<file path="src/rtl/input_cond_pkg.sv">
// Shared constants and elaboration-time helpers for the input conditioning path
// and for other blocks that need the 1 ms tick divisor.
package input_cond_pkg;

   localparam int MS_PER_S = 1000;

   function automatic int clog2(input int value);
      int r = 0;
      while ((1 << r) < value) r = r + 1;
      return r;
   endfunction

   function automatic int tick_div(input int clk_freq);
      return clk_freq / MS_PER_S;
   endfunction

endpackage

</file>
<file path="src/rtl/debounce_channel.sv">
// One debounced bit: accepts a new level only after it has been held across
// DEBOUNCE_MS consecutive ms ticks, and flags the direction of each accepted change.
module debounce_channel
   import input_cond_pkg::*;
#(
   parameter int DEBOUNCE_MS = 10
) (
   input  logic clk,
   input  logic rst,
   input  logic sync_bit,
   input  logic tick,
   output logic dout,
   output logic rise,
   output logic fall
);

   localparam int               CNT_W    = clog2(DEBOUNCE_MS + 1);
   localparam logic [CNT_W-1:0] CNT_LAST = CNT_W'(DEBOUNCE_MS - 1);

   logic [CNT_W-1:0] r_cnt;
   logic             r_dout;
   logic             r_rise;
   logic             r_fall;

   always_ff @(posedge clk or posedge rst) begin
      if (rst) begin
         r_cnt  <= '0;
         r_dout <= 1'b0;
         r_rise <= 1'b0;
         r_fall <= 1'b0;
      end else begin
         r_rise <= 1'b0;
         r_fall <= 1'b0;
         // Returning to the stable level restarts the window from zero.
         if (sync_bit == r_dout) begin
            r_cnt <= '0;
         end else if (tick) begin
            if (r_cnt == CNT_LAST) begin
               r_dout <= sync_bit;
               r_cnt  <= '0;
               r_rise <= sync_bit;
               r_fall <= ~sync_bit;
            end else begin
               r_cnt <= r_cnt + CNT_W'(1);
            end
         end
      end
   end

   assign dout = r_dout;
   assign rise = r_rise;
   assign fall = r_fall;

endmodule

</file>
<file path="src/rtl/input_conditioner.sv">
// Synchronises raw pad levels, debounces each bit against a shared 1 ms tick,
// and reports accepted changes as one-cycle rise/fall pulses.
module input_conditioner
   import input_cond_pkg::*;
#(
   parameter int WIDTH       = 8,
   parameter int CLK_FREQ    = 100000,
   parameter int DEBOUNCE_MS = 10
) (
   input  logic             clk,
   input  logic             rst,
   input  logic [WIDTH-1:0] din,
   output logic [WIDTH-1:0] dout,
   output logic [WIDTH-1:0] rise,
   output logic [WIDTH-1:0] fall,
   output logic             changed
);

   localparam int                 TICK_DIV   = tick_div(CLK_FREQ);
   localparam int                 PRESC_W    = clog2(TICK_DIV);
   localparam logic [PRESC_W-1:0] PRESC_LAST = PRESC_W'(TICK_DIV - 1);

   logic [WIDTH-1:0]   r_sync1;
   logic [WIDTH-1:0]   r_sync2;
   logic [PRESC_W-1:0] r_presc;
   logic               w_tick;

   assign w_tick = (r_presc == PRESC_LAST);

   always_ff @(posedge clk or posedge rst) begin
      if (rst) begin
         r_sync1 <= '0;
         r_sync2 <= '0;
         r_presc <= '0;
      end else begin
         r_sync1 <= din;
         r_sync2 <= r_sync1;
         r_presc <= w_tick ? '0 : r_presc + PRESC_W'(1);
      end
   end

   for (genvar i = 0; i < WIDTH; i++) begin : g_chan
      debounce_channel #(
         .DEBOUNCE_MS(DEBOUNCE_MS)
      ) u_chan (
         .clk     (clk),
         .rst     (rst),
         .sync_bit(r_sync2[i]),
         .tick    (w_tick),
         .dout    (dout[i]),
         .rise    (rise[i]),
         .fall    (fall[i])
      );
   end

   assign changed = |(rise | fall);

endmodule

</file>
<file path="config.mk">
export PLATFORM = sky130hd
export DESIGN_NAME = input_conditioner
export DESIGN_NICKNAME = d
export VERILOG_FILES = /design/src/rtl/input_cond_pkg.sv /design/src/rtl/debounce_channel.sv /design/src/rtl/input_conditioner.sv
export SDC_FILE = /design/constraint.sdc
export NUM_CORES = 1
export LEC_CHECK = 0
export BUFFER_PORTS_ARGS = -buffer_cell sky130_fd_sc_hd__buf_2
export CORE_MARGIN = 5
export CORE_UTILIZATION = 40
export DETAILED_ROUTE_END_ITERATION = 10
export PLACE_DENSITY = 0.57
export SLEW_MARGIN = 25
export SYNTH_ARGS = -nofsm -noshare
export SYNTH_HDL_FRONTEND = slang
export SYNTH_SLANG_ARGS = --single-unit
</file>
<file path="constraint.sdc">
create_clock -name clk -period 3.1 [get_ports clk]
set_input_delay 0.155 -clock clk [delete_from_list [all_inputs] [get_ports clk]]
set_output_delay 0.155 -clock clk [all_outputs]
set_load 0.005 [all_outputs]
</file>
==> results.md <==
* Via count at 2,797
* CTS Root Buffer Type: clkbuf_8
* Clk_skew at between 0.009 and 0.01 ns
* Core area at 9684 um2
* CTS tree: built
* Post-route antenna net violation count at 0
* Worst-path clk slew at 0.08 ns
* Peak supply drop at roughly 260 uV
* Critical Path Max Stage Delay at 0.51 ns
* Max Fclk at around 460 MHz
* Initial Util at 40.63%
* Largest family of logic cells by synthesized area: simple AND/OR/NAND/NOR gates
* Resized Gates After CTS at 0
* DR iter-0 viols at roughly 130
* Clock tree buffer depth at 2
* EDFF count, synth at 0
* FF-to-FF setup slack at 0.91 ns
* #FFs+latches synth at between 70 and 80
* Worst-Margin Slew at 0.7500 ns
* CP Data Required Time at 3.34 ns
* RSZ-0062 raised after global routing: no
* DIE WIDTH at 109.2 um
* Synth cell types at 37
* Simple-gate portion of the synthesized area at between 10% and 20%
* XOR/XNOR share of the synthesized area at 2.671%
* Avg Cell Area, Syn at 10.61 um2
* HPWL Detailed at 5.045 mm
* Synth top area share at 50.24%
* Largest net degree at the start of global routing at 49
* Die Span Y at 109.2 um
* Clock insertion delay at the later pin of the skew report at 0.35 ns
* YS warnings at 0
* Bufs and invs on worst path at 0
* Nets at 418
* Vias/cell at 5.287
* Max Slew Vio Count at 0
* CP max-delay cell: nand4bb_4
* Synthesized cell area at 3935 um2
* Initial antenna violation count at 0
* Relative slew margins at between 40% and 50%
* DRC viols at 0
* Tot Pwr at 1.847 mW
* Synthesized net count at 398
* Worst-path cell chain: ha_1 > nand4bb_4 > nor3_1 > mux2_2
* Inserted Clock Buffers at 9
* Mux contribution to synthesized area at 1.653%
* Max-cap violations at 0
* GP Congestion at roughly 0.76
* Clock sink count at a little under 80
* Final Cycle Share at 70.71%
* WL per Instance at ~15 um
* Max FO, Critical Path at 37
* Synth area leaders: dfrtp_1, ha_1, buf_4
* Synth Area in Adders at 5.405%
* Full die area at 11,920 um2
* I/O pin count at 35
* Outcome: complete, no violations
* Worst Setup Path Type: flop to flop
* Rows at 36
* Endpoints failing setup at 0
* Placed cells at 504
* Sequential fraction of the synthesis area at 50.24%
* Post-synth top area cell: dfrtp_1
* Crit. End Element: flop
* Layout cells sized above 1 at 16.16%
* Final hold vios at 0
* FFs w/ async S/R, synth at 100.0%
* Top FF cell, synth: dfrtp_1
* Crit path DAT at 2.43 ns
* Port Buffers at 34
* Grt ovf at 0
* # hold bufs at CTS at 9
* Static leakage at 1.860 nW
* Synth Area in Compound Gates at about an eighth
* Critical path startpoint category: flop
* H-tree depth at 3
* Finished Layout Cells at around 530
* DR pass1 iterations at 4
* ANT cells at 0
* Power per cell area at 424.7 nW/um2
* Fin crit period at 2.192 ns
* GRT Total Usage at 14.32%
* Vias in the first global route at 2,730
* Worst min path class: flop to flop
* First-pass GRT wire length at 13.28 mm
* Cell family with most CP delay: simple AND/OR/NAND/NOR gates
* Postcts setup bufs at 0
* Final WL at 7.725 mm
* Post-synthesis cell count at about 370
* Total negative slack at 0 ns
* Area growth from synthesis to layout at 10.52%
==> metrics by stage <==
| stage | setup slack, ns | area [um2] | hold slack (ns) | util [%] |
|---|---|---|---|---|
| 3_5_place_dp | 0.9039 | 4061 | 0.2643 | 41.94 |
| 4_1_cts | 0.8904 | 4349 | 0.3537 | 44.91 |
| 3_3_place_gp | 0.9649 | 4061 | 0.2628 | 41.94 |
| 2_1_floorplan | 0.9216 | 3935 | 0.1864 | - |
| 6_report | 0.9079 | 4349 | 0.3553 | 44.91 |
| 5_1_grt | 0.6827 | 4349 | 0.3590 | 44.91 |
==> area by class of cell <==
class | instances | area (um2)
Fill cell | 939 | 5335
Sequential cell | 79 | 1977
Multi-Input combinational cell | 229 | 1612
Timing Repair Buffer | 50 | 312.8
Tap cell | 133 | 166.4
Clock buffer | 10 | 137.6
Inverter | 22 | 83.83
Clock inverter | 6 | 60.06
==> where the power goes <==
part	switching (mW)	internal [mW]	total [mW]
clock network	0.360	0.389	0.749
logic	0.0322	0.0182	0.0505
registers	0.00766	1.04	1.05
==> path summary, 6_finish.rpt <==
check | start | to | depth (start not counted)
max | r_presc[0] | g_chan[3].u_chan.dout | 4
min | r_sync1[1] | r_sync2[1] | 0
max reg2reg | r_presc[0] | g_chan[3].u_chan.dout | 4
min reg2reg | r_sync1[1] | r_sync2[1] | 0
max in group asynchronous | rst | g_chan[5].u_chan.fall | 4
min in group asynchronous | rst | g_chan[6].u_chan.r_cnt[1] | 3
==> Yosys cell counts, types with 2 or more instances <==
| library cell | count |
|---|---|
| nand3_1 | 12 |
| a211oi_1 | 2 |
| nand2b_1 | 9 |
| o311ai_0 | 2 |
| nand4b_1 | 16 |
| xor2_1 | 2 |
| clkbuf_1 | 6 |
| inv_1 | 22 |
| a21oi_1 | 31 |
| ha_1 | 17 |
| nor4_1 | 8 |
| nand3b_1 | 8 |
| xnor2_1 | 10 |
| nor4b_1 | 4 |
| buf_4 | 24 |
| or4_1 | 7 |
| nor2_1 | 9 |
| buf_2 | 10 |
| o31ai_1 | 20 |
| nand2_1 | 14 |
| mux2_2 | 4 |
| and3b_1 | 8 |
| o21ai_0 | 18 |
| dfrtp_1 | 79 |
| a31oi_1 | 6 |
| nand4_1 | 8 |
| mux2i_1 | 2 |
| nor3_1 | 4 |
==> layer usage <==
layer	track usage, %	vias to the layer above	wire (um)	part of all wire (%)
met2	22.85	37	3563	46
met3	3.967	8	304	3.9
met5	0	-	0	0
li1	-	1371	-	-
met1	19.03	1381	3755	49
met4	4.274	0	102	1.3
==> state kept, by name (all words and copies together) (netlist names) <==
register	flops
r_presc	7
g_chan.u_chan.dout	8
g_chan.u_chan.r_cnt	32
r_sync1	8
r_sync2	8
g_chan.u_chan.rise	8
g_chan.u_chan.fall	8
==> placed cells by master (no fill, tap or decap), types with 4 or more instances in the layout <==
cell	netlist	layout
buf_4	24	7
dfrtp_1	79	79
nand3_1	12	12
nor3_1	4	4
o31ai_1	20	20
nand2_1	14	14
a31oi_1	6	6
or4_1	7	7
nand3b_1	8	8
nor2_1	9	9
nor4b_1	4	4
o21ai_0	18	18
a21oi_1	31	31
nand2b_1	9	9
inv_1	22	21
dlygate4sd3_1	0	9
nand4_1	8	8
mux2_2	4	4
buf_2	10	34
ha_1	17	17
clkbuf_8	0	10
nor4_1	8	8
and3b_1	8	8
xnor2_1	10	10
clkinv_2	0	4
nand4b_1	16	16
==> kinds of logic after synthesis <==
kind of cell,after synthesis
and+or+nand+nor,112
AOI/OAI and AO/OA,82
DFF,79
buffers and inverters,63
adders and majority gates,17
xor gates and xnor gates,12
muxes,6
Note: power is estimated with default switching activity, not from simulation.
